--- config.mk ---
export PLATFORM = sky130hd
export DESIGN_NAME = l2_port_arbiter
export DESIGN_NICKNAME = d
export VERILOG_FILES = /design/src/rtl/l2_arb_pkg.sv /design/src/rtl/l2_rr_arb2.sv /design/src/rtl/l2_port_arbiter.sv
export SDC_FILE = /design/constraint.sdc
export NUM_CORES = 1
export LEC_CHECK = 0
export CAP_MARGIN = 20
export CORE_AREA = 3 3 117 119
export DETAILED_ROUTE_END_ITERATION = 16
export DIE_AREA = 0 0 120 122
export PLACE_DENSITY = 0.76
export SLEW_MARGIN = 5
export SYNTH_ARGS = -nofsm -noshare
export SYNTH_HDL_FRONTEND = slang
export SYNTH_HIERARCHICAL = 1
export SYNTH_SLANG_ARGS = --single-unit
--- constraint.sdc ---
create_clock -name clk -period 3.6 [get_ports clk]
set_clock_uncertainty 0.1 [all_clocks]
set_input_delay 0.9 -clock clk [delete_from_list [all_inputs] [get_ports clk]]
set_output_delay 0.9 -clock clk [all_outputs]
set_load 0.005 [all_outputs]
--- src/rtl/l2_arb_pkg.sv ---
// Shared types and constants for the L2 port arbiter.
package l2_arb_pkg;

  typedef enum logic [1:0] {
    IDLE    = 2'd0,
    ISSUE   = 2'd1,
    RELEASE = 2'd2
  } arb_state_e;

  localparam logic REQ_IFETCH = 1'b0;
  localparam logic REQ_DATA   = 1'b1;

endpackage

--- src/rtl/l2_rr_arb2.sv ---
// Two-way round-robin pick: a lone requester wins, a tie goes to the one not granted last.
module l2_rr_arb2
  import l2_arb_pkg::*;
(
  input  logic [1:0] req,
  input  logic       last_grant,
  output logic       gnt_valid,
  output logic       gnt_id
);

  always_comb begin
    gnt_valid = |req;
    gnt_id    = REQ_IFETCH;
    case (req)
      2'b10:   gnt_id = REQ_DATA;
      2'b11:   gnt_id = ~last_grant;
      default: gnt_id = REQ_IFETCH;
    endcase
  end

endmodule

--- src/rtl/l2_port_arbiter.sv ---
// Shares one L2 port between the L1 instruction (r0) and L1 data (r1) requesters.
// Optional saturating grant/wait counters are built when L2_ARB_PERF_CNT_EN is defined.
module l2_port_arbiter
  import l2_arb_pkg::*;
#(
  parameter int unsigned ADDR_WIDTH = 32,
  parameter int unsigned DATA_WIDTH = 32,
  parameter int unsigned CNT_WIDTH  = 16
) (
  input  logic                  clk,
  input  logic                  rst_n,
  input  logic [ADDR_WIDTH-1:0] r0_addr,
  input  logic [DATA_WIDTH-1:0] r0_wdata,
  input  logic                  r0_read,
  input  logic                  r0_write,
  output logic [DATA_WIDTH-1:0] r0_rdata,
  output logic                  r0_ready,
  output logic                  r0_hit,
  input  logic [ADDR_WIDTH-1:0] r1_addr,
  input  logic [DATA_WIDTH-1:0] r1_wdata,
  input  logic                  r1_read,
  input  logic                  r1_write,
  output logic [DATA_WIDTH-1:0] r1_rdata,
  output logic                  r1_ready,
  output logic                  r1_hit,
  output logic [ADDR_WIDTH-1:0] l2_addr,
  output logic [DATA_WIDTH-1:0] l2_wdata,
  output logic                  l2_read,
  output logic                  l2_write,
  input  logic [DATA_WIDTH-1:0] l2_rdata,
  input  logic                  l2_ready,
  input  logic                  l2_hit,
  output logic                  busy,
`ifdef L2_ARB_PERF_CNT_EN
  output logic [CNT_WIDTH-1:0]  gnt_cnt0,
  output logic [CNT_WIDTH-1:0]  gnt_cnt1,
  output logic [CNT_WIDTH-1:0]  wait_cnt0,
  output logic [CNT_WIDTH-1:0]  wait_cnt1,
`endif
  output logic                  grant_id
);

  if (CNT_WIDTH < 1) begin : g_cnt_width_chk
    $error("CNT_WIDTH must be at least 1");
  end

  arb_state_e            state_q, state_d;
  logic [ADDR_WIDTH-1:0] l2_addr_q, l2_addr_d;
  logic [DATA_WIDTH-1:0] l2_wdata_q, l2_wdata_d;
  logic                  l2_read_q, l2_read_d;
  logic                  l2_write_q, l2_write_d;
  logic                  grant_id_q, grant_id_d;
  logic                  last_grant_q, last_grant_d;

  logic [1:0] req;
  logic       gnt_valid;
  logic       gnt_id;
  logic       in_issue;
  logic       own0, own1;

  assign req = {r1_read | r1_write, r0_read | r0_write};

  l2_rr_arb2 u_rr (
    .req        (req),
    .last_grant (last_grant_q),
    .gnt_valid  (gnt_valid),
    .gnt_id     (gnt_id)
  );

  always_ff @(posedge clk or negedge rst_n) begin
    if (!rst_n) begin
      state_q      <= IDLE;
      l2_addr_q    <= '0;
      l2_wdata_q   <= '0;
      l2_read_q    <= 1'b0;
      l2_write_q   <= 1'b0;
      grant_id_q   <= REQ_IFETCH;
      last_grant_q <= REQ_DATA;
    end else begin
      state_q      <= state_d;
      l2_addr_q    <= l2_addr_d;
      l2_wdata_q   <= l2_wdata_d;
      l2_read_q    <= l2_read_d;
      l2_write_q   <= l2_write_d;
      grant_id_q   <= grant_id_d;
      last_grant_q <= last_grant_d;
    end
  end

  // Grant in IDLE, hold the L2 request through ISSUE, one dead cycle in RELEASE.
  always_comb begin
    state_d      = state_q;
    l2_addr_d    = l2_addr_q;
    l2_wdata_d   = l2_wdata_q;
    l2_read_d    = l2_read_q;
    l2_write_d   = l2_write_q;
    grant_id_d   = grant_id_q;
    last_grant_d = last_grant_q;
    case (state_q)
      IDLE: begin
        if (gnt_valid) begin
          state_d    = ISSUE;
          grant_id_d = gnt_id;
          if (gnt_id == REQ_DATA) begin
            l2_addr_d  = r1_addr;
            l2_wdata_d = r1_wdata;
            l2_write_d = r1_write;
            l2_read_d  = ~r1_write;
          end else begin
            l2_addr_d  = r0_addr;
            l2_wdata_d = r0_wdata;
            l2_write_d = r0_write;
            l2_read_d  = ~r0_write;
          end
        end
      end
      ISSUE: begin
        if (l2_ready) begin
          state_d      = RELEASE;
          l2_read_d    = 1'b0;
          l2_write_d   = 1'b0;
          last_grant_d = grant_id_q;
        end
      end
      RELEASE: state_d = IDLE;
      default: state_d = IDLE;
    endcase
  end

  // Return path is live only for the owner while its transaction is at L2.
  assign in_issue = (state_q == ISSUE);
  assign own0     = in_issue & (grant_id_q == REQ_IFETCH);
  assign own1     = in_issue & (grant_id_q == REQ_DATA);

  assign r0_ready = own0 & l2_ready;
  assign r0_hit   = own0 & l2_hit;
  assign r0_rdata = own0 ? l2_rdata : '0;
  assign r1_ready = own1 & l2_ready;
  assign r1_hit   = own1 & l2_hit;
  assign r1_rdata = own1 ? l2_rdata : '0;

  assign l2_addr  = l2_addr_q;
  assign l2_wdata = l2_wdata_q;
  assign l2_read  = l2_read_q;
  assign l2_write = l2_write_q;
  assign grant_id = grant_id_q;
  assign busy     = (state_q == ISSUE) | (state_q == RELEASE);

`ifdef L2_ARB_PERF_CNT_EN
  logic [1:0][CNT_WIDTH-1:0] gnt_cnt_q, gnt_cnt_d;
  logic [1:0][CNT_WIDTH-1:0] wait_cnt_q, wait_cnt_d;
  logic [1:0]                gnt_inc, wait_inc;

  always_ff @(posedge clk or negedge rst_n) begin
    if (!rst_n) begin
      gnt_cnt_q  <= '0;
      wait_cnt_q <= '0;
    end else begin
      gnt_cnt_q  <= gnt_cnt_d;
      wait_cnt_q <= wait_cnt_d;
    end
  end

  // A requester waits while someone else owns the port, or when it loses a tie.
  always_comb begin
    gnt_cnt_d  = gnt_cnt_q;
    wait_cnt_d = wait_cnt_q;
    gnt_inc    = '0;
    wait_inc   = '0;
    for (int n = 0; n < 2; n++) begin
      gnt_inc[n]  = (state_q == IDLE) & gnt_valid & (gnt_id == 1'(n));
      wait_inc[n] = req[n] & ((busy & (grant_id_q != 1'(n))) |
                              ((state_q == IDLE) & (&req) & (gnt_id != 1'(n))));
      if (gnt_inc[n] && (gnt_cnt_q[n] != '1)) begin
        gnt_cnt_d[n] = gnt_cnt_q[n] + CNT_WIDTH'(1);
      end
      if (wait_inc[n] && (wait_cnt_q[n] != '1)) begin
        wait_cnt_d[n] = wait_cnt_q[n] + CNT_WIDTH'(1);
      end
    end
  end

  assign gnt_cnt0  = gnt_cnt_q[0];
  assign gnt_cnt1  = gnt_cnt_q[1];
  assign wait_cnt0 = wait_cnt_q[0];
  assign wait_cnt1 = wait_cnt_q[1];
`endif

endmodule

; ---- After elaboration in Yosys (flattened, before gate mapping)
; Index checks and enable logic that the tools add are counted.
[word_totals]
ff_bits = 70
input_bits = 168
out_inout_bits = 136
elab_cells = 48
[classes]
n_eq_ne = 6
n_mux = 15
bitwise = 13
reduce_logical = 7
[op_table]
columns = operator, n
row1 = 2-to-1 mux 32 bit, 4
row2 = AND 1 bit, 6
row3 = equality test 2 bit (second input constant), 3
row4 = one-hot mux 1 bit (2 select lines), 3
row5 = AND reduction 2 bit, 3
row6 = 2-to-1 mux 1 bit, 5
row7 = 2-to-1 mux 2 bit, 2
row8 = != test 2 bit (second input constant), 2
row9 = NOT 1 bit, 4
row10 = one-hot mux 2 bit (2 select lines), 1
row11 = bitwise OR 1 bit, 3
row12 = AND reduction 3 bit, 1
row13 = equality test 2 x 1 -> 1 bit (second input constant), 1
row14 = logical NOT 2 bit, 1
row15 = nonzero test 2 bit, 1
row16 = OR reduction 2 bit, 1

; ---- Depth between registers and ports, before layout
[logic_depth]
word_depth = 6
depth_mapped = 7
depth_no_buf = 5

; ---- Hierarchy
; The synthesis kept the hierarchy.
[by_module_without_submodules]
columns = module, instances, cells_per_inst, area_each_um2, seq_area_each_um2
row1 = l2_port_arbiter, 1, 387, 3814.9, 1752.9
row2 = l2_rr_arb2, 1, 2, 13.8, 0.0

; ---- Worst setup path before layout
; Ideal clock, no wire load.
[synth_path]
path_type = input -> register
startpoint = input r1_read
endpoint = register l2_addr_q[14], in the netlist l2_addr[14]
setup_time_ps = 126
t_arrival_ps = 2059
required_time_ps = 3374
setup_slack_ps = 1315
stages = 7
path_buffers = 2
cell_sequence = or2_2 > or2_1 > and2_1 > buf_4 > buf_4 > nor2_1 > a21oi_1
[synth_between]
word_cells_on_any_way = 7
cone_classes = eq/ne: 2 / mux: 2 / bitwise: 1 / reduce/logical: 2
[synth_lines]
columns = item, line_no
row1 = start: declaration, l2_port_arbiter.sv:21  ; input logic r1_read,
row2 = bitwise OR 1 bit, l2_port_arbiter.sv:61  ; assign req = {r1_read | r1_write, r0_read | r0_write};
row3 = OR reduction 2 bit, l2_rr_arb2.sv:12  ; gnt_valid = |req;
row4 = net gnt_valid, l2_port_arbiter.sv:56  ; logic gnt_valid;
row5 = AND reduction 2 bit (no line), --
row6 = end signal: assignment, l2_port_arbiter.sv:81  ; l2_addr_q <= l2_addr_d;
row7 = end: declaration, l2_port_arbiter.sv:48  ; logic [ADDR_WIDTH-1:0] l2_addr_q, l2_addr_d;
; The timed path passes the listed nets, and every way through them passes these cells.
; A chain may end at the register's enable or synchronous reset.

; ---- Final worst setup path
[layout_path]
startpoint = register state_q[1]
endpoint = output r1_rdata[23]
[layout_between]
elab_chain_cells = 3
[layout_lines]
columns = item, line_no
row1 = start: declaration, l2_port_arbiter.sv:47  ; arb_state_e state_q, state_d;
row2 = start signal: assignment, l2_port_arbiter.sv:80  ; state_q <= state_d;
row3 = equality test 2 x 1 -> 1 bit, l2_port_arbiter.sv:131  ; assign in_issue = (state_q == ISSUE);
row4 = AND 1 bit, l2_port_arbiter.sv:133  ; assign own1 = in_issue & (grant_id_q == REQ_DATA);
row5 = 2-to-1 mux 32 bit, l2_port_arbiter.sv:140  ; assign r1_rdata = own1 ? l2_rdata : '0;
row6 = end: declaration, l2_port_arbiter.sv:23  ; output logic [DATA_WIDTH-1:0] r1_rdata,
; No other way between the ends.

==> out/qor.yml <==
area_growth_pct: 90.7
final_util_pct: 57.6
io_buffer_count: 303
antenna_left: 0
gr-total-overflow: 0
grt_pass1_vias: 3990
htree_num_levels: 3
seq_area_frac_synth_pct: 45.8
power_density_nw_per_um2: 719
drtIter0Drc: 142
tightest_slew_ps: 875
die_w_um: 120
yosysTopAreaCell: "dfrtp_1"
syn-num-nets: 561
seqPwrFrac_pct: 26.7
grt_max_degree: 71
cp-start-kind: "flop"
floorplan.initialDensity_pct: 30.2
ir_drop_uv: 390
via_count: 3941
power_leakage_nw: 3.14
period_minus_slack_ps: 3340
ctsResizeCount: 0
track_usage_pct: 17.5
syn_area_um2: 3830
worstPathMaxFanout: 35
clkTransAtPathRegs_ps: 60
routedWlPerCell_um: 16.1
synth_seq_cells: 70
grt_pass1_wl_um: 20200
fin_crit_sh_pct: 92.8
fin_setup_tns_ps: 0
clock-root-buffer: "clkbuf_16"
swShare_pct: 34.2
pin_count: 304
synthTopCellsByArea: "dfrtp_1 (45%), mux2i_1 (17%), a21oi_1 (8.4%)"
dr.pass1.iters: 4
rsz0062_at_grt: "no"
reg2reg_from: "state_q[1]$_DFFE_PN0P_"
cts_tree: "built"
pwr-share-comb_pct: 55.7
yosysWarnings: 6
clock_latency_ps: 330
wirelength_um: 13800
worstSetupPathType: "flop to output pin"
hold_ws_ps: 421
layout_setup_ws_ps: 258
p_switching_mw: 1.80
dieHeight_um: 122
cpPeakStageDelay_ps: 710
slew_viol_final: 0
dp_slack_ps: 467
internal_power_mw: 3.45
place_area_um2: 6990
min-delay-start: "l2_addr[5]$_DFFE_PN0P_"
synth.top_cell.area_share_pct: 45.1
maxSlewHeadroom_pct: 41.6
hold_viol_final: 0
final_nets: 851
route.detailed.drc: 0
synth_cells: 389
fin_area_um2: 7300
cts_sinks: 70
status: "finished clean"
hold_path.class: "flop to flop"
syn_area_per_cell_um2: 9.84
clockPowerShare_pct: 17.6
max_freq_mhz: 299
post_cts_buffers: 0
rows: 41
cp_data_required_time_ps: 2600
cp-startpoint: "state_q[1]$_DFFE_PN0P_"
antenna_found_initial: 0
antenna_cells: 0
die_area_um2: 14600
finalNonFillerCells: 856
drive_above_1_share_pct: 5.70
final-setup-viol-count: 0
arrival_ps: 2340
place_inst: 840
hpwlAfterDp_um: 11000
cap_viol_max_count: 0
core-area_um2: 12700
critPathSlowestCell: "ha_1"
viasPerCell: 4.60
place_congestion: 0.785
finalPower_mw: 5.25
synth.distinct_cells: 26
cts_buffers: 9
crit_chain: "inv_1 -> ha_1 -> and3_1 -> clkdlybuf4s50_1"
clk_path_buf_depth: 2
cts.hold.buffers_added: 0
cp-end-kind: "output pin"
-- Yosys cell counts (all sizes together) --
library cell	number
ha	4
nor2	65
nor2b	3
nand4b	1
mux2	4
a21oi	64
mux2i	65
a21boi	1
nand2	2
dfstp	1
clkbuf	10
or2	4
buf	22
and2	35
o31ai	2
dfrtp	69
o41ai	1
inv	2
and3	34
-- state kept, by name (all words and copies together), names as in the netlist --
register / flops
grant_id: 1
l2_read: 1
l2_addr: 32
state_q: 2
last_grant_q: 1
l2_wdata: 32
l2_write: 1
-- area by class of cell --
class,count,area [um^2]
sequential,70,1750
timing repair buffer,311,3130
tap,172,215
inverter,2,7.51
clock inverter,5,63.8
multi-input combinational,285,1880
clock buffer,11,253
fill,1049,5370
-- worst paths after layout --
check	slack (ps)	cells after the start	endpoint
max	260	4	r1_rdata[23]
min	420	2	l2_addr[5]$_DFFE_PN0P_
max reg2reg	1590	6	l2_addr[14]$_DFFE_PN0P_
min reg2reg	420	2	l2_addr[5]$_DFFE_PN0P_
max in group asynchronous	2250	1	l2_wdata[25]$_DFFE_PN0P_
min in group asynchronous	590	1	l2_addr[22]$_DFFE_PN0P_
-- worst max-delay path: cells and delay by family, from the launching register on --
kind | cells | cell delay (ps)
adders and majority gates | 1 | 710
buffers and inverters | 2 | 640
DFF | 1 | 380
and+or+nand+nor | 1 | 280
-- metal layers --
layer	GRT usage [%]	wire, um	vias to the layer above
li1	-	-	1912
met5	0	0	-
met3	8.64	1610	17
met4	5.23	222	0
met1	17.2	4820	1819
met2	32.3	7120	193
-- kinds of logic (layout without fill, tap and decap cells) --
logic type / after synthesis / count (layout) / synth area share (%)
and+or+nand+nor: 144 / 144 / 19.7
buffers and inverters: 34 / 329 / 5.42
adders and majority gates: 4 / 4 / 1.31
AOI/OAI and AO/OA: 68 / 68 / 9.38
DFF: 70 / 70 / 45.8
muxes: 69 / 69 / 18.4
-- cell usage in the layout (no fill, tap or decap), types with 2 or more instances in the layout --
master / instances
ha_1: 4
buf_12: 3
clkdlybuf4s50_1: 302
inv_1: 2
dfrtp_1: 69
clkbuf_16: 9
mux2_4: 2
nor2b_4: 2
buf_4: 6
nand2_1: 2
mux2_2: 2
clkbuf_8: 2
nor2_1: 65
or2_2: 2
and3_1: 34
and2_1: 34
inv_6: 2
mux2i_1: 65
o31ai_1: 2
a21oi_1: 64
-- power groups by stage --
stage	combinational, mW	sequential (mW)	clock (mW)
after floorplan	1.36	1.43	0
after global placement	2.89	1.39	0
after detailed placement	2.96	1.41	0
after CTS	2.98	1.41	0.944
after global routing	3.17	1.45	0.985
final	2.92	1.40	0.922
Power figures use the tool's default switching activity.
==> RTL change, RTL diff (config.mk and constraints unchanged) <==
`DATA_WIDTH`: 32 -> 28.
--- a/src/rtl/l2_port_arbiter.sv
+++ b/src/rtl/l2_port_arbiter.sv
@@ -4,7 +4,7 @@
   import l2_arb_pkg::*;
 #(
   parameter int unsigned ADDR_WIDTH = 32,
-  parameter int unsigned DATA_WIDTH = 32,
+  parameter int unsigned DATA_WIDTH = 28,
   parameter int unsigned CNT_WIDTH  = 16
 ) (
   input  logic                  clk,
Ports: changed (6 resized); port bits go from 304 to 280. The function was not compared with the original's and may differ.
==> RTL change against the original RTL <==
- worst setup slack got worse by 0.049 ns
- sequential cell count is 4 lower
- via count shrank 7.0%
- wire length is 8.3% lower
- final area fell by 6.2%
- synthesized area fell by 6.6%
- largest power group unchanged
- total power down 5.9%
- global-route usage fell by 0.69 points
==> RTL change: results <==
set metrics [dict create \
    nets 794 \
    drt_iter0_markers 89 \
    hpwlAfterDp_um 10200 \
    worst-path-max-fanout 31 \
    wl_met3_um 1170 \
    wl_met1_um 4720 \
    grt_pass1_vias 3908 \
    routed_via_density 4.52 \
    avgSynthCellArea_um2 9.85 \
    drive_gt1_share_pct 7.20 \
    clk_pin_slew_worst_paths_ns 0.05 \
    hp-class "register to register" \
    largest_reg_flops 32 \
    dp_cells 795 \
    ys_top_cells_by_count "65 x dfrtp_1, 61 x mux2i_1, 61 x nor2_1, 51 x a21oi_1, 31 x and2_1" \
    num-fill-cells 1186 \
    grt_pass1_wl_um 19700 \
    maxSlewHeadroom_pct 44.0 \
    ys_seq_area_share_pct 46.2 \
    routed_wl_um 12600 \
    wl_met2_um 6570 \
    syn_nets 523 \
    via_count 3667 \
    gp_congestion 0.803 \
    p_leak_nw 2.94 \
    worstPathArrival_ns 2.39 \
    p_per_area_nw_per_um2 721 \
    synthDistinctLibCells 26 \
    cp_slowest_stage_delay_ns 0.72 \
    grt_max_degree 73 \
    dpl-instance-area_um2 6560 \
    min_from "l2_wdata[22]" \
    slowest_stage "ha_1" \
    ys_top_cells_by_area "dfrtp_1 45%, mux2i_1 17%, a21oi_1 7.1%" \
    track_usage_pct 16.8 \
    cts_resized 0 \
    io_buffers 279 \
    ir_worst_vdd_uv 316 \
    outcome "complete, no violations" \
    ctsLongestPathBuffers 2 \
]
## RTL change: cell types whose count changed in the layout (fill, tap and decap cells not counted), sizes merged
cell and delta:
clkinvlp -1, nor2 -4, clkinv +3, mux2i -4
and3 -4, dfrtp -4, clkdlybuf4s50 -24, a21oi -4
inv -2, buf +3, and2 -4
## RTL change: path summary, 6_finish.rpt
kind	endpoint	slack, ns	depth (start not counted)
min in group asynchronous	l2_addr[20]	0.65	2
hold reg to reg	l2_wdata[22]	0.41	2
setup reg to reg	l2_wdata[24]	1.52	6
setup / recovery	r1_rdata[3]	0.21	4
hold / removal	l2_wdata[22]	0.41	2
max in group asynchronous	l2_wdata[18]	2.22	2
## RTL change: per-stage QoR
| step | setup slack, ns | hold slack [ns] |
|---|---|---|
| after floorplan | 1.26 | 0.381 |
| after global placement | 0.523 | 0.390 |
| after detailed placement | 0.493 | 0.408 |
| after CTS | 0.195 | 0.421 |
| after global routing | 0.0934 | 0.437 |
| final | 0.209 | 0.414 |
## RTL change: where the power goes
group	leakage (nW)	switching, mW	total (mW)	internal [mW]
sequential	0.734	0.200	1.32	1.12
clock	0.149	0.302	0.854	0.552
combinational	2.06	1.18	2.76	1.58
total	2.94	1.68	4.94	3.26
## RTL change: cell type report
type                       instances  share of cell area, %
tap                              172                   3.14
inverter                           2                  0.110
timing repair buffer             290                   42.4
sequential                        66                   24.1
clock buffer                      11                   3.54
multi-input combinational        265                   25.9
clock inverter                     5                  0.785
## RTL change: cell families after synthesis
logic type / count (synthesis) / share of synthesized area [%]
AO/OA/AOI/OAI: 64 / 10.4
adder cells (fa/ha/maj): 4 / 1.40
buffers and inverters: 32 / 4.62
flip-flops: 66 / 46.2
multiplexers: 65 / 18.5
AND/OR/NAND/NOR: 132 / 18.8
## RTL change: metal layers
layer | global-route usage (%) | vias to the layer above
met1 | 17.8 | 1699
met2 | 31.0 | 165
met4 | 5.15 | 0
met5 | 0 | -
li1 | - | 1787
met3 | 6.27 | 16
## RTL change: tightest hold or removal path, delay by kind of cell, from the launching register on
family | cells | cell delay, ns
and+or+nand+nor | 1 | 0.05
AOI/OAI and AO/OA | 1 | 0.08
DFF | 1 | 0.34
